$ cat config.mk
export PLATFORM = sky130hd
export DESIGN_NAME = nmi_arbiter_flat
export DESIGN_NICKNAME = d
export VERILOG_FILES = /design/src/rtl/nmi_arb_pkg.sv /design/src/rtl/nmi_if.sv /design/src/rtl/nmi_arbiter_rr_arbiter.sv /design/src/rtl/nmi_arbiter.sv /design/src/flat_wrapper.sv
export SDC_FILE = /design/constraint.sdc
export NUM_CORES = 1
export LEC_CHECK = 0
export ABC_AREA = 0
export CAP_MARGIN = 20
export CORE_ASPECT_RATIO = 0.8
export CORE_UTILIZATION = 33
export DETAILED_ROUTE_END_ITERATION = 16
export PLACE_DENSITY = 0.8
export SLEW_MARGIN = 20
export SYNTH_ARGS = -nofsm -noshare
export SYNTH_HDL_FRONTEND = slang
export SYNTH_SLANG_ARGS = --single-unit
$ cat constraint.sdc
create_clock -name clk_i -period 2.2 [get_ports clk_i]
set_clock_uncertainty 0.2 [all_clocks]
set_input_delay 0.44 -clock clk_i [delete_from_list [all_inputs] [get_ports clk_i]]
set_output_delay 0.44 -clock clk_i [all_outputs]
set_load 0.01 [all_outputs]
$ cat src/rtl/nmi_arb_pkg.sv
// nmi_arb_pkg: shared types and constants for the NMI master-port arbiter.
//   arb_state_e      : arbiter FSM states
//   NMI_ARB_ERR_DATA : read data returned on a watchdog-terminated transaction
//   NMI_ARB_MAX_MST  : largest supported requester count
package nmi_arb_pkg;

   typedef enum logic {
      IDLE = 1'b0,
      BUSY = 1'b1
   } arb_state_e;

   localparam logic [31:0] NMI_ARB_ERR_DATA = 32'hDEAD_BEEF;
   localparam int          NMI_ARB_MAX_MST  = 8;

endpackage

$ cat src/rtl/nmi_if.sv
// nmi_if: single-master NMI bus (valid/addr/wdata/wstrb out, rdata/ready back).
//   wstrb == 0 denotes a read; ready completes the transfer in the same cycle.
interface nmi_if;
   logic        valid;
   logic [31:0] addr;
   logic [31:0] wdata;
   logic [3:0]  wstrb;
   logic [31:0] rdata;
   logic        ready;

   modport master (output valid, addr, wdata, wstrb, input rdata, ready);
   modport slave  (input valid, addr, wdata, wstrb, output rdata, ready);
endinterface

$ cat src/rtl/nmi_arbiter_rr_arbiter.sv
// rr_arbiter: combinational rotating-priority picker.
//   req_i  : request vector
//   last_i : index of the most recent winner (lowest priority next round)
//   gnt_o  : one-hot winner, all zeros when nothing is requested
//   idx_o  : index of the winner (0 when nothing is requested)
module rr_arbiter #(
   parameter int NUM_MST = 2,
   parameter int IDX_W   = 1
) (
   input  logic [NUM_MST-1:0] req_i,
   input  logic [IDX_W-1:0]   last_i,
   output logic [NUM_MST-1:0] gnt_o,
   output logic [IDX_W-1:0]   idx_o
);

   localparam int unsigned N_U = NUM_MST;

   logic             found;
   logic [IDX_W-1:0] cand;

   always_comb begin
      gnt_o = '0;
      idx_o = '0;
      found = 1'b0;
      cand  = '0;
      // Search upward starting just past the last winner, wrapping modulo N.
      for (int unsigned k = 1; k <= N_U; k++) begin
         cand = IDX_W'((32'(last_i) + k) % N_U);
         if (!found && req_i[cand]) begin
            found       = 1'b1;
            gnt_o[cand] = 1'b1;
            idx_o       = cand;
         end
      end
   end

endmodule

$ cat src/rtl/nmi_arbiter.sv
// nmi_arbiter: round-robin sharing of one NMI master port among NUM_MST masters.
//   clk_i, rst_n_i : clock, asynchronous active-low reset
//   mst_*_i        : per-master request, address, write data, byte strobes
//   mst_ready_o    : one-hot single-cycle completion to the owning master
//   mst_rdata_o    : shared read data, valid alongside mst_ready_o
//   grant_o        : registered one-hot owner, zero when idle
//   tmo_o          : one-cycle watchdog expiry pulse
//   nmi            : downstream NMI master port
// Optional feature: define NMI_ARB_TIMEOUT_EN to enable the watchdog that
// force-completes a transaction after TIMEOUT_CYC BUSY cycles with no ready.
//
// state | meaning
// ------+---------------------------------------------------------------
// IDLE  | no transaction; pick a requester and capture its request
// BUSY  | captured request driven downstream until ready (or watchdog)
module nmi_arbiter
   import nmi_arb_pkg::*;
#(
   parameter int NUM_MST     = 2,
   parameter int TIMEOUT_CYC = 1024
) (
   input  logic                     clk_i,
   input  logic                     rst_n_i,
   input  logic [NUM_MST-1:0]       mst_valid_i,
   input  logic [NUM_MST-1:0][31:0] mst_addr_i,
   input  logic [NUM_MST-1:0][31:0] mst_wdata_i,
   input  logic [NUM_MST-1:0][3:0]  mst_wstrb_i,
   output logic [NUM_MST-1:0]       mst_ready_o,
   output logic [31:0]              mst_rdata_o,
   output logic [NUM_MST-1:0]       grant_o,
   output logic                     tmo_o,
   nmi_if.master                    nmi
);

   localparam int IDX_W = (NUM_MST > 1) ? $clog2(NUM_MST) : 1;

   // An unsupported parameterisation never grants rather than misbehaving.
   localparam bit CFG_OK = (NUM_MST >= 2) && (NUM_MST <= NMI_ARB_MAX_MST) &&
                           (TIMEOUT_CYC >= 2);

   arb_state_e         state_q, state_d;
   logic [NUM_MST-1:0] grant_q, grant_d;
   logic [IDX_W-1:0]   last_q, last_d;
   logic [31:0]        addr_q, addr_d;
   logic [31:0]        wdata_q, wdata_d;
   logic [3:0]         wstrb_q, wstrb_d;

   logic [NUM_MST-1:0] req;
   logic [NUM_MST-1:0] pick_gnt;
   logic [IDX_W-1:0]   pick_idx;
   logic               busy;
   logic               done;
   logic               expire;

   assign req  = mst_valid_i & {NUM_MST{CFG_OK}};
   assign busy = (state_q == BUSY);

   rr_arbiter #(
      .NUM_MST (NUM_MST),
      .IDX_W   (IDX_W)
   ) u_rr (
      .req_i  (req),
      .last_i (last_q),
      .gnt_o  (pick_gnt),
      .idx_o  (pick_idx)
   );

`ifdef NMI_ARB_TIMEOUT_EN
   localparam int TMO_W = $clog2(TIMEOUT_CYC);

   logic [TMO_W-1:0] cnt_q, cnt_d;

   // Ready in the expiry cycle wins: no forced completion, no pulse.
   assign expire = busy && !nmi.ready && (cnt_q == TMO_W'(TIMEOUT_CYC - 1));

   always_comb begin
      cnt_d = cnt_q;
      if (!busy) begin
         cnt_d = '0;
      end else if (!nmi.ready) begin
         cnt_d = cnt_q + 1'b1;
      end
   end

   always_ff @(posedge clk_i or negedge rst_n_i) begin
      if (!rst_n_i) begin
         cnt_q <= '0;
      end else begin
         cnt_q <= cnt_d;
      end
   end
`else
   assign expire = 1'b0;
`endif

   always_comb begin
      state_d = state_q;
      grant_d = grant_q;
      last_d  = last_q;
      addr_d  = addr_q;
      wdata_d = wdata_q;
      wstrb_d = wstrb_q;
      done    = 1'b0;
      case (state_q)
         IDLE: begin
            if (|req) begin
               state_d = BUSY;
               grant_d = pick_gnt;
               last_d  = pick_idx;
               addr_d  = mst_addr_i[pick_idx];
               wdata_d = mst_wdata_i[pick_idx];
               wstrb_d = mst_wstrb_i[pick_idx];
            end
         end
         BUSY: begin
            if (nmi.ready || expire) begin
               done    = 1'b1;
               state_d = IDLE;
               grant_d = '0;
            end
         end
         default: state_d = IDLE;
      endcase
   end

   always_ff @(posedge clk_i or negedge rst_n_i) begin
      if (!rst_n_i) begin
         state_q <= IDLE;
         grant_q <= '0;
         last_q  <= IDX_W'(NUM_MST - 1);
         addr_q  <= '0;
         wdata_q <= '0;
         wstrb_q <= '0;
      end else begin
         state_q <= state_d;
         grant_q <= grant_d;
         last_q  <= last_d;
         addr_q  <= addr_d;
         wdata_q <= wdata_d;
         wstrb_q <= wstrb_d;
      end
   end

   // Completion is returned combinationally in the ready cycle.
   assign mst_ready_o = done ? grant_q : '0;
   assign mst_rdata_o = expire ? NMI_ARB_ERR_DATA : nmi.rdata;
   assign tmo_o       = expire;
   assign grant_o     = grant_q;

   assign nmi.valid = busy;
   assign nmi.addr  = addr_q;
   assign nmi.wdata = wdata_q;
   assign nmi.wstrb = wstrb_q;

endmodule

$ cat src/flat_wrapper.sv
// flat-port wrapper written by rule: the top's interface ports become plain ports
module nmi_arbiter_flat import nmi_arb_pkg::*;
#(
   parameter int NUM_MST     = 2,
   parameter int TIMEOUT_CYC = 1024
)
  (clk_i, rst_n_i, mst_valid_i, mst_addr_i, mst_wdata_i, mst_wstrb_i, mst_ready_o, mst_rdata_o, grant_o, tmo_o, nmi_valid, nmi_addr, nmi_wdata, nmi_wstrb, nmi_rdata, nmi_ready);
  nmi_if nmi_i ();
  input  logic clk_i;
  input  logic rst_n_i;
  input  logic [NUM_MST-1:0] mst_valid_i;
  input  logic [NUM_MST-1:0][31:0] mst_addr_i;
  input  logic [NUM_MST-1:0][31:0] mst_wdata_i;
  input  logic [NUM_MST-1:0][3:0] mst_wstrb_i;
  output logic [NUM_MST-1:0] mst_ready_o;
  output logic [31:0] mst_rdata_o;
  output logic [NUM_MST-1:0] grant_o;
  output logic tmo_o;
  output wire logic [$bits(nmi_i.valid)-1:0] nmi_valid;
  output wire logic [$bits(nmi_i.addr)-1:0] nmi_addr;
  output wire logic [$bits(nmi_i.wdata)-1:0] nmi_wdata;
  output wire logic [$bits(nmi_i.wstrb)-1:0] nmi_wstrb;
  input wire logic [$bits(nmi_i.rdata)-1:0] nmi_rdata;
  input wire logic [$bits(nmi_i.ready)-1:0] nmi_ready;
  assign nmi_valid = nmi_i.valid;
  assign nmi_addr = nmi_i.addr;
  assign nmi_wdata = nmi_i.wdata;
  assign nmi_wstrb = nmi_i.wstrb;
  assign nmi_i.rdata = nmi_rdata;
  assign nmi_i.ready = nmi_ready;
  nmi_arbiter #(.NUM_MST(NUM_MST), .TIMEOUT_CYC(TIMEOUT_CYC)) u_core (.clk_i(clk_i), .rst_n_i(rst_n_i), .mst_valid_i(mst_valid_i), .mst_addr_i(mst_addr_i), .mst_wdata_i(mst_wdata_i), .mst_wstrb_i(mst_wstrb_i), .mst_ready_o(mst_ready_o), .mst_rdata_o(mst_rdata_o), .grant_o(grant_o), .tmo_o(tmo_o), .nmi(nmi_i));
endmodule
Word level (Yosys, flattened, before mapping):

Index checks and enable logic that the tools add are counted.

* output and inout port bits: 106
* bits in registers: 72

* multiplexer cells: 28
* add/sub/neg operators: 2
* reductions and logical operators: 7
* bitwise logic cells: 2
* $lt $le $gt $ge: 5
* equal/unequal tests: 2

Operator list (number)
* 32-bit 2-to-1 mux: 4
* 1-bit 2-to-1 mux: 13
* 2-bit 2-to-1 mux: 5
* 4-bit 2-to-1 mux: 2
* 1-bit by 2-bit less-than comparator with 1-bit output, second input constant: 3
* 2-bit case mux with 2 select lines: 1
* 2-bit AND reduction: 2
* 1-bit logical AND: 3
* 1-bit adder, second input constant: 2
* 1-bit demux with 1-bit select: 2
* 1-bit >= comparator, second input constant: 2
* 2-bit by 1-bit inequality test with 1-bit output, second input constant: 1
* 2-bit inequality test, second input constant: 1
* 2-bit bitwise OR: 1
* 1-bit case mux with 2 select lines: 1
* 2-bit OR reduction: 1
* 1-bit zero test: 1
* 1-bit inverter: 1

Depth between registers and ports, before layout:

Gate-level depths: netlist of run 1.

* depth after elaboration: 10
* depth in mapped cells: 7
* depth with buffers taken out: 3

Hierarchy:

From an unflattened synthesis of run 1, not the netlist that was laid out.

* cell total of the unflattened synthesis: 272
* area total of the unflattened synthesis: 3918.8 µm²

Modules (own cells, without submodules)
* nmi_arbiter: times used 1, area each 3892.5 µm², cells an instance 268
* rr_arbiter: times used 1, area each 26.3 µm², cells an instance 4

Worst setup path before layout of run 1:

OpenSTA, ideal clock, no wires.

* path type: input port to flip-flop
* from: input mst_valid_i[0]
* to: register u_core.addr_q[16] (netlist: u_core.nmi.addr[16])
* arrival: 1317 ps
* required time: 1878 ps
* cell stages on the path: 7
* setup slack: 560 ps
* setup time: 122 ps
* cell sequence: buf_2 > a21bo_2 > buf_2 > buf_4 > buf_2 > nand2_1 > a21oi_1

* word-level cells in the longest chain between the ends: 8
* elaborated cells between the ends (all ways): 13
* those cells by class: mux: 9; reduce/logical: 4

Ends and longest elaborated chain
* start, declared: line flat_wrapper.sv:11 `input logic [NUM_MST-1:0] mst_valid_i;`
* 1-bit 2-to-1 mux (not written as such) (2 in series): line nmi_arbiter_rr_arbiter.sv:29 `if (!found && req_i[cand]) begin`
* 1-bit 2-to-1 mux: line nmi_arbiter_rr_arbiter.sv:29
* 1-bit zero test: line nmi_arbiter_rr_arbiter.sv:29
* 1-bit logical AND: line nmi_arbiter_rr_arbiter.sv:29
* 1-bit 2-to-1 mux: line nmi_arbiter_rr_arbiter.sv:29
* 32-bit 2-to-1 mux (not written as such) (2 in series): line nmi_arbiter.sv:110 `addr_d = mst_addr_i[pick_idx];`
* end signal, assigned: line nmi_arbiter.sv:138 `addr_q <= addr_d;`
* end, declared: line nmi_arbiter.sv:44 `logic [31:0] addr_q, addr_d;`

Several ways; a longest one is shown, not always the timed one. The select of a mux whose other input is x is not followed.
A chain may end at the register's enable or synchronous reset.

Worst setup path in the final report of run 1:

* from: register u_core.state_q (netlist: u_core.nmi.valid)
* to: output nmi_valid

RTL lines
* start, declared: line nmi_arbiter.sv:41 `arb_state_e state_q, state_d;`
* start signal, assigned: line nmi_arbiter.sv:135 `state_q <= state_d;`
* end, declared: line flat_wrapper.sv:19 `output wire logic [$bits(nmi_i.valid)-1:0] nmi_valid;`

No word-level cell between the ends.

==> flow_summary_export.csv, run 1 <==
group,metric,value,unit
floorplanning,chipWidth,117.5,um
finish,diodes,0,
floorplanning,placement_rows,33,
floorplanning,coreArea,0.01032,sq mm
grt,grt_overflow_total,0,
timing,max_freq,481.1,MHz
clock_network,clock_latency,0.32,ns
synthesis,synth_largest_area_cell,"sky130_fd_sc_hd__dfrtp_1",
critical_path,cp_data_arrival_time,1.44,ns
synthesis,syn-num-nets,599,
drt,via_per_inst,4.861,
synthesis,netlist_area,0.003525,sq mm
place,place.detailed.hpwl,8312,um
power_and_ir_drop,total_power,5.098,mW
floorplanning,initial_core_utilization,0.3415,
synthesis,cells_after_synthesis,426,
timing,period_minus_slack,2.079,ns
synthesis,post_synth.cell_area_avg,8.274,sq um
clock_network,cts_sinks,72,
timing,timing.final.crit_share,0.9448,
finish,postLayoutCoreUtil,0.5739,
finish,stdcell_area,0.005924,sq mm
synthesis,post_synth_main_area_contributors,"sky130_fd_sc_hd__dfrtp_1 50%, sky130_fd_sc_hd__a21oi_1 20%, sky130_fd_sc_hd__buf_4 8.1%",
timing,timing.final.ws_setup,0.1213,ns
grt,globalRouteTotalUtil,0.1996,
critical_path,crit_path_end_kind,"output port",
critical_path,worst_path_max_fanout,8,
drt,wire_per_inst,15.26,um
clock_network,tritoncts_buffer_count,9,
place,place.gp.congestion,0.7918,
timing,totalNegativeSetupSlack,0,ns
grt,pin_count_of_the_biggest_net_entering_global_routing,42,
grt,via_count_of_the_first_global_routing_pass,3621,
critical_path,timing_worst_setup_path_type,"flop to output port",
run_status,status,"finished clean",
clock_network,tritoncts,"built",
floorplanning,io-pin-count,279,
clock_network,maximum_root_to_sink_buffer_count,2,
finish,layout-drive-gt1-share,0.05473,
timing,hold_slack,0.2597,ns
synthesis,synth_top_area_share,0.5041,
synthesis,synthFlopType,"sky130_fd_sc_hd__dfrtp_1",
floorplanning,die_height,94.44,um
place,numPlacedInstances,726,
drt,drt_first_pass_iters,4,
power_and_ir_drop,worst_ir_drop_vdd,452.7,uV
floorplanning,die-area,0.01110,sq mm
place,port_buffers,213,
critical_path,startpoint_type,"flop",
finish,stdcell_count,743,
synthesis,ys_seq_elements,72,
clock_network,clk_root_buffer_cell,"sky130_fd_sc_hd__clkbuf_16",
synthesis,synth-edff-count,0,
timing,finalSetupViolations,0,
run,drv_cap,0,
timing,final_hold_viol_count,0,
finish,filler_cells_inserted,900,
critical_path,worst-endpoint-required,1.56,ns
power_and_ir_drop,static-leakage-power,2.485,nW
drt,num_vias,3612,
grt,antenna_found_initial,0,
drt,dr.first_iter.drc_count,87,
grt,global_route_wire_length_before_repair,17550,um
finish,final_nets,771,
synthesis,synth.yosys.seq_area_share,0.5115,
worst_hold_path,min_path_type,"input pin to asynchronous set/reset pin",
finish,area_delta_synth_final,68.09,%
synthesis,synthDistinctLibCells,20,
timing,setup_repair_after_global_routing_missed_its_margin,"false",
clock_network,clk_pin_slew,0.06,ns
power_and_ir_drop,pwr_density_cell,860.6,mW/mm^2
drt,remaining_routing_drc_violations,0,
drt,detail-route-antenna-nets,0,
clock_network,post_cts_buffers,0,
synthesis,ys.warnings.count,0,
place,dpl_worst_slack,-0.1192,ns
synthesis,ys_async_sr_fraction,1.000,
clock_network,htreeDepth,3,
drt,drt_wl_total,11340,um
timing,slew_violations,0,
place,placedInstanceArea,0.005628,sq mm
-- cell usage in the layout (no fill, tap or decap), drive strengths merged --
cell and instances:
nor2 68, and3 2, nand2 68, a21oi 141, buf 13, dfrtp 71, a31oi 1, conb 1
dlygate4sd3 1, nor3 1, o22ai 1, o21bai 1, a21boi 1, a21bo 1, inv 1, bufinv 1
clkbuf 10, dfstp 1, clkinv 3, clkdlybuf4s50 210, dlygate4sd2 2, o21ba 1, clkinvlp 2, nand2b 1
-- cell families (layout without fill, tap and decap cells) --
family,count (synthesis),after routing,synth area share
buf+inv,66,243,0.1200
simple gates,140,140,0.1516
compound gates,147,147,0.2158
other cells,1,1,0.001064
flops,72,72,0.5115
-- layer usage --
metal	track usage	routed length, um
met1	0.2124	4558
met5	0	0
met4	0.04915	74
met3	0.07428	993
met2	0.3767	5708
-- flip-flops by register name (all words and copies together) (netlist names), named ones only --
signal / cells
u_core.nmi.wdata: 32
u_core.nmi.addr: 32
u_core.grant_o: 2
u_core.nmi.valid: 1
u_core.nmi.wstrb: 4
-- report_power, final --
part / switching (mW) / internal [mW]
clock: 0.534 / 0.871
sequential: 0.192 / 1.65
combinational: 0.804 / 1.05
total: 1.53 / 3.57
-- path summary, 6_finish.rpt --
path	endpoint	slack, ns	depth (start not counted)	startpoint
max	nmi_valid	0.12	2	u_core.nmi.valid
min	u_core.nmi.wdata[5]	0.26	2	rst_n_i
max reg2reg	u_core.grant_o[0]	0.59	5	u_core.nmi.valid
min reg2reg	u_core.grant_o[1]	0.31	1	u_core.nmi.valid
max in group asynchronous	u_core.nmi.addr[8]	0.95	3	rst_n_i
min in group clk_i	u_core.grant_o[1]	0.31	1	u_core.nmi.valid
-- synth_stat cells, types with 2 or more instances --
master and number:
sky130_fd_sc_hd__a21oi_1 141, sky130_fd_sc_hd__dfrtp_1 71, sky130_fd_sc_hd__nand2_1 68, sky130_fd_sc_hd__nor2_1 68, sky130_fd_sc_hd__buf_4 38, sky130_fd_sc_hd__buf_2 14
sky130_fd_sc_hd__clkbuf_1 11, sky130_fd_sc_hd__and3_1 2, sky130_fd_sc_hd__buf_6 2
-- final cells by class --
type,instances,area [sq um],area share
clock inverter,6,60.06,0.01014
inverter,1,3.754,0.0006336
tap,140,175.2,0.02957
multi-input combinational,288,1314,0.2218
timing repair buffer,226,2340,0.3949
clock buffer,10,229.0,0.03865
sequential,72,1803,0.3043
-- critical path: stages (launching register included) --
cell and delay [ns]:
sky130_fd_sc_hd__dfrtp_1 0.39, sky130_fd_sc_hd__buf_4 0.17, sky130_fd_sc_hd__clkdlybuf4s50_1 0.56
-- timing repair --
action | in CTS | in global routing
hold buffers | 1 | 0
resized for setup | 2 | 0
endpoints found under the hold margin | 39 | 0
endpoints found under the setup margin | 2 | 0
Power figures use the tool's default switching activity.
==> run 2, diff against run 1 <==
Settings changed: CORE_AREA set to 2 2 110 112, CORE_ASPECT_RATIO 0.8 to not set, CORE_UTILIZATION 33 to not set, DIE_AREA set to 0 0 112 114, DONT_BUFFER_PORTS set to 1, PLACE_DENSITY 0.8 to not set, RECOVER_POWER set to 25.
==> run 2 against run 1 <==
Compared with the run above: the flow now finishes with violations (hold timing); sequential power up 12%; critical path depth is the same; worst hold slack worse by 0.65 ns; final cell count fell by 29%; design area shrank 38%; power decreased by 19%; utilization down 26 points; first-iteration DRC count is 22% higher; flip-flop and latch count unchanged; routed wire length fell by 24%; sequential share of layout area rose by 18 points; count of clock-buffer cells in the layout grew 1; largest power group is now sequential cells.
==> flow_summary_export.csv, run 2 (synthesis results as in run 1) <==
group,metric,value,unit
run_status,status,"finished with violations",
run_status,violations_in_the_final_reports,"hold timing",
floorplanning,io-pin-count,279,
timing,final_hold_viol_count,72,
clock_network,tritoncts,"built",
drt,wire_per_inst,16.25,um
critical_path,cp_data_arrival_time,1.16,ns
grt,globalRouteTotalUtil,0.1336,
finish,stdcell_area,0.003700,sq mm
floorplanning,die-area,0.01277,sq mm
grt,via_count_of_the_first_global_routing_pass,2662,
clock_network,htreeDepth,3,
floorplanning,initial_core_utilization,0.3010,
finish,mostFrequentLayoutCell,"sky130_fd_sc_hd__a21oi_1",
power_and_ir_drop,pwr_density_cell,1118,mW/mm^2
finish,postLayoutCoreUtil,0.3159,
drt,via_per_inst,5.149,
clock_network,number_of_buffers_inserted_by_hold_repair_at_cts,2,
drt,num_vias,2729,
worst_hold_path,min_path_type,"input pin to asynchronous set/reset pin",
floorplanning,coreArea,0.01171,sq mm
clock_network,tritoncts_buffer_count,9,
grt,antenna_found_initial,0,
finish,area_delta_synth_final,4.970,%
clock_network,cts_sinks,72,
clock_network,post_cts_buffers,0,
place,placedInstanceArea,0.003392,sq mm
drt,detail-route-antenna-nets,0,
finish,diodes,0,
timing,totalNegativeSetupSlack,0,ns
power_and_ir_drop,static-leakage-power,1.590,nW
timing,setup_repair_after_global_routing_missed_its_margin,"false",
finish,final_nets,552,
critical_path,ff2ff_path_depth,4,
timing,period_minus_slack,1.797,ns
grt,pin_count_of_the_biggest_net_entering_global_routing,73,
drt,met2_wirelength,4398,um
finish,stdcell_count,530,
place,numPlacedInstances,513,
floorplanning,die_height,114,um
clock_network,ctsResizeCount,0,
place,port_buffers,0,
floorplanning,chipWidth,112,um
timing,finalSetupViolations,0,
critical_path,startpoint_type,"flop",
finish,layout-drive-gt1-share,0.06266,
drt,drt_wl_total,8612,um
clock_network,maximum_root_to_sink_buffer_count,2,
drt,remaining_routing_drc_violations,0,
place,place.gp.congestion,0.6998,
clock_network,clk_root_buffer_cell,"sky130_fd_sc_hd__clkbuf_16",
timing,slew_violations,0,
critical_path,worst-endpoint-required,1.56,ns
drt,dr.first_iter.drc_count,106,
clock_network,clk_pin_slew,0.05,ns
drt,dr_wl_met3,821,um
drt,routedLengthMet1,3189,um
finish,most_used_cells_in_the_layout_excluding_fill_and_tap_cells,"141 x sky130_fd_sc_hd__a21oi_1, 71 x sky130_fd_sc_hd__dfrtp_1, 68 x sky130_fd_sc_hd__nand2_1, 68 x sky130_fd_sc_hd__nor2_1, 9 x sky130_fd_sc_hd__clkbuf_16",
place,place.detailed.hpwl,5807,um
grt,grt_overflow_total,0,
drt,top_signal_layer_used,"met4",
drt,drt_first_pass_iters,5,
clock_network,clock_latency,0.32,ns
timing,hold_slack,-0.3895,ns
timing,max_freq,556.6,MHz
critical_path,timing_worst_setup_path_type,"flop to output port",
power_and_ir_drop,worst_ir_drop_vdd,547.4,uV
timing,timing.final.crit_share,0.8167,
run,drv_cap,0,
critical_path,worst_path_max_fanout,6,
critical_path,crit_path_end_kind,"output port",
grt,global_route_wire_length_before_repair,13430,um
floorplanning,placement_rows,40,
-- run 2: through the flow --
stage                     hold slack (ns)  worst slack [ns]  power (mW)
after detailed placement         -0.05300            0.6246       2.765
after global placement           -0.05403            0.6858       2.724
after floorplan                  -0.05559            0.5604       2.626
after global routing              -0.4146            0.3132       4.401
final                             -0.3895            0.4033       4.136
after CTS                         -0.4134            0.3643       4.208
-- run 2: area by class of cell --
type,count,area [sq um]
Sequential cell,72,1803
Timing Repair Buffer,7,107.6
Inverter,1,3.754
Fill cell,1253,8011
Clock inverter,4,45.04
Multi-Input combinational cell,288,1314
Tap cell,147,183.9
Clock buffer,11,242.7
-- run 2: metal layers --
layer	GRT usage	vias up
li1	-	1277
met1	0.1426	1263
met2	0.2356	171
met3	0.04516	18
met4	0.06992	0
met5	0	-
-- run 2: where the power goes --
part           leakage (nW)  internal (mW)  total [mW]  switching [mW]
logic                 0.642          0.271       0.679           0.408
clock network         0.145          0.895        1.40           0.504
registers             0.803           1.65        2.06           0.403
total                  1.59           2.82        4.14            1.32
-- run 2: worst paths after layout --
kind | start | to | slack (ns)
max in group asynchronous | rst_n_i | asynchronous set/reset pin | 2.01
max | u_core.nmi.valid | mst_ready_o[1] | 0.40
min in group clk_i | mst_wdata_i[0] | u_core.nmi.wdata[0] | 0.04
min reg2reg | u_core.nmi.valid | u_core.nmi.valid | 0.35
min | rst_n_i | u_core.nmi.addr[3] | -0.39
max reg2reg | flop | u_core.nmi.wdata[5] | 0.63
-- run 2: critical path, cell delays in order (launching register included) --
cell                      delay [ns]
sky130_fd_sc_hd__dfrtp_1        0.41
sky130_fd_sc_hd__buf_4          0.19
sky130_fd_sc_hd__and3_1         0.23
==> run 3, diff against run 2 <==
Settings changed: CORE_AREA 2 2 110 112 to 2 2 109 111, DIE_AREA 0 0 112 114 to 0 0 111 113.
Clock period 2.2 ns to 1.5 ns, I/O delays scaled along.
==> run 3 against run 2 <==
Compared with the run above: the flow now stops in clock tree synthesis (4_1_cts); synthesized cell count unchanged; synthesized area unchanged.
==> flow_summary_export.csv, run 3 <==
group,metric,value,unit
run_status,status,"stopped before the end",
run_status,haltStage,"clock tree synthesis (4_1_cts)",
run_status,error,"[ERROR RSZ-0060] Max buffer count reached.",
synthesis,post_synth.cell_area_avg,8.274,sq um
synthesis,synthFlopType,"sky130_fd_sc_hd__dfrtp_1",
synthesis,synthDistinctLibCells,20,
synthesis,ys_seq_elements,72,
floorplanning,chipWidth,111,um
synthesis,synth-edff-count,0,
floorplanning,initial_core_utilization,0.3127,
synthesis,synth_largest_area_cell,"sky130_fd_sc_hd__dfrtp_1",
synthesis,synth.most_common_cell,"sky130_fd_sc_hd__a21oi_1",
floorplanning,die_height,113,um
clock_network,maximum_root_to_sink_buffer_count,2,
clock_network,clk_root_buffer_cell,"sky130_fd_sc_hd__clkbuf_16",
clock_network,cts_sinks,72,
clock_network,ctsResizeCount,5,
synthesis,synth_top_area_share,0.5041,
floorplanning,io-pin-count,279,
synthesis,ys_async_sr_fraction,1.000,
place,place.detailed.hpwl,6353,um
place,numPlacedInstances,517,
synthesis,netlist_area,0.003525,sq mm
synthesis,synth.yosys.seq_area_share,0.5115,
synthesis,ys.warnings.count,0,
synthesis,cells_after_synthesis,426,
clock_network,number_of_buffers_inserted_by_hold_repair_at_cts,108,
floorplanning,placement_rows,39,
place,port_buffers,0,
synthesis,synth_commonest_cells,"141 x sky130_fd_sc_hd__a21oi_1, 71 x sky130_fd_sc_hd__dfrtp_1, 68 x sky130_fd_sc_hd__nand2_1, 68 x sky130_fd_sc_hd__nor2_1, 38 x sky130_fd_sc_hd__buf_4",
synthesis,syn-num-nets,599,
clock_network,tritoncts_buffer_count,9,
clock_network,htreeDepth,3,
synthesis,post_synth_main_area_contributors,"sky130_fd_sc_hd__dfrtp_1 50%, sky130_fd_sc_hd__a21oi_1 20%, sky130_fd_sc_hd__buf_4 8.1%",
place,place.gp.congestion,0.8017,
clock_network,post_cts_buffers,3,
[run 3: cell counts after synthesis]
Identical to the previous run, type by type.
[run 3: logic make-up after synthesis]
group | share of synthesized area
flip-flops | 0.5115
AND/OR/NAND/NOR | 0.1516
buffers and inverters | 0.1200
AO/OA/AOI/OAI | 0.2158
other | 0.001064
[run 3: stage by stage]
step	area, sq um	TNS [ns]	worst slack [ns]
3_5_place_dp	3503	-0.05619	-0.01674
2_1_floorplan	3571	-0.2418	-0.004837
3_3_place_gp	3503	0	0.03484
==> run 4, diff against run 3 <==
Settings changed: PLACE_DENSITY_LB_ADDON set to 0.15.
Clock period 1.5 ns to 2 ns, I/O delays scaled along.
==> run 4 against run 3 <==
Compared with the run above: the flow now finishes, with violations (hold timing).
==> flow_summary_export.csv, run 4 (synthesis results as in run 1) <==
group,metric,value,unit
finish,final_nets,623,
floorplanning,coreArea,0.01127,sq mm
timing,finalSetupViolations,0,
timing,slew_violations,0,
floorplanning,initial_core_utilization,0.3127,
floorplanning,die_height,113,um
power_and_ir_drop,total_power,4.807,mW
drt,drt_wl_total,9988,um
floorplanning,placement_rows,39,
floorplanning,die-area,0.01254,sq mm
timing,totalNegativeSetupSlack,0,ns
drt,drt_first_pass_iters,4,
power_and_ir_drop,internal_power,3.297,mW
clock_network,htreeDepth,3,
grt,grt_overflow_total,0,
run_status,status,"finished with violations",
finish,diodes,0,
power_and_ir_drop,p_clk_frac,0.346,
critical_path,cp_data_arrival_time,1.12,ns
timing,timing.final.crit_share,0.8583,
floorplanning,chipWidth,111,um
power_and_ir_drop,power_frac_seq,0.471,
clock_network,tritoncts_buffer_count,9,
drt,via_per_inst,4.978,
power_and_ir_drop,static-leakage-power,1.888,nW
critical_path,worst_path_max_fanout,9,
drt,remaining_routing_drc_violations,0,
critical_path,r2r_startpoint,"u_core.nmi.valid",
finish,mostFrequentLayoutCell,"sky130_fd_sc_hd__a21oi_1",
power_and_ir_drop,pwr_density_cell,1093,mW/mm^2
power_and_ir_drop,worst_ir_drop_vdd,455.2,uV
critical_path,worst-endpoint-required,1.40,ns
clock_network,cts_sinks,72,
power_and_ir_drop,pwr-share-comb,0.183,
drt,detail-route-antenna-nets,0,
finish,layout-drive-gt1-share,0.05947,
critical_path,r2r_slack,0.33,ns
timing,setup_repair_after_global_routing_missed_its_margin,"false",
timing,max_freq,582.5,MHz
timing,hold_slack,-0.4402,ns
power_and_ir_drop,power.switching,1.510,mW
clock_network,clk_pin_slew,0.06,ns
run_status,violations_in_the_final_reports,"hold timing",
critical_path,worstSetupStartpoint,"u_core.nmi.valid",
critical_path,ff2ff_path_depth,5,
power_and_ir_drop,swShare,0.3141,
timing,period_minus_slack,1.717,ns
finish,most_used_cells_in_the_layout_excluding_fill_and_tap_cells,"141 x sky130_fd_sc_hd__a21oi_1, 71 x sky130_fd_sc_hd__dfrtp_1, 69 x sky130_fd_sc_hd__dlygate4sd3_1, 68 x sky130_fd_sc_hd__nand2_1, 68 x sky130_fd_sc_hd__nor2_1",
run,drv_cap,0,
grt,global_route_wire_length_before_repair,15890,um
drt,routedLengthMet1,3956,um
clock_network,tritoncts,"built",
drt,num_vias,2972,
critical_path,cp-endpoint,"mst_ready_o[1]",
place,port_buffers,0,
clock_network,maximum_root_to_sink_buffer_count,2,
grt,pin_count_of_the_biggest_net_entering_global_routing,73,
floorplanning,io-pin-count,279,
timing,final_hold_viol_count,72,
clock_network,clk_root_buffer_cell,"sky130_fd_sc_hd__clkbuf_16",
clock_network,number_of_buffers_inserted_by_hold_repair_at_cts,69,
grt,antenna_found_initial,0,
critical_path,crit_path_end_kind,"output port",
drt,top_signal_layer_used,"met4",
drt,met2_wirelength,4746,um
place,place.detailed.hpwl,6491,um
clock_network,clock_latency,0.33,ns
finish,area_delta_synth_final,24.78,%
grt,globalRouteTotalUtil,0.1598,
grt,via_count_of_the_first_global_routing_pass,3190,
drt,dr_wl_met3,984,um
drt,dr.first_iter.drc_count,123,
place,place.gp.congestion,0.7334,
critical_path,startpoint_type,"flop",
worst_hold_path,min_path_type,"input pin to asynchronous set/reset pin",
drt,wire_per_inst,16.73,um
critical_path,timing_worst_setup_path_type,"flop to output port",
[run 4: worst max-delay path, cell delays in order (launching register included)]
cell	delay, ns
sky130_fd_sc_hd__dfrtp_1	0.40
sky130_fd_sc_hd__buf_4	0.18
sky130_fd_sc_hd__and3_1	0.20
[run 4: power groups by stage]
stage	Combinational [mW]	Clock (mW)	Sequential, mW
after detailed placement	0.774	0	2.29
after global placement	0.745	0	2.30
after global routing	1.01	1.79	2.31
final	0.879	1.67	2.26
after floorplan	0.694	0	2.19
after CTS	0.886	1.74	2.27
[run 4: metrics by stage]
stage / utilization / instance area (sq um) / cells / setup WS (ns)
after floorplan: - / 3525 / 426 / 0.4004
after global placement: 0.3020 / 3405 / 513 / 0.4601
after detailed placement: 0.3020 / 3405 / 513 / 0.4018
after CTS: 0.3902 / 4398 / 597 / 0.2639
after global routing: 0.3902 / 4398 / 597 / 0.2220
final: 0.3902 / 4398 / 597 / 0.2834
[run 4: worst min-delay path by stage]
stage                     cells past startpoint     from  slack, ns             endpoint
after global routing                          0  rst_n_i      -0.47   u_core.nmi.addr[1]
after global placement                        0  rst_n_i      -0.09   u_core.nmi.addr[8]
after floorplan                               0  rst_n_i       -0.1    u_core.grant_o[0]
after detailed placement                      0  rst_n_i      -0.09  u_core.nmi.addr[14]
after CTS                                     0  rst_n_i      -0.46   u_core.nmi.addr[2]
final                                         0  rst_n_i      -0.44  u_core.nmi.addr[16]
[run 4: cell type report]
cell class,instances,area [sq um]
Inverter,1,3.754
Timing Repair Buffer,78,795.8
Fill cell,1112,6874
Clock buffer,11,232.7
Clock inverter,4,70.07
Multi-Input combinational cell,288,1314
Sequential cell,72,1803
Tap cell,143,178.9
[run 4: timing repair]
item                      in CTS  in global routing
gates resized for setup        0                  0
hold endpoints to repair     141                 72
buffers inserted               0                  0
[run 4: routing by layer]
| metal | GRT usage | up-vias |
|---|---|---|
| met5 | 0 | - |
| met4 | 0.09417 | 0 |
| met3 | 0.05999 | 25 |
| met2 | 0.2613 | 170 |
| met1 | 0.1793 | 1360 |
| li1 | - | 1417 |
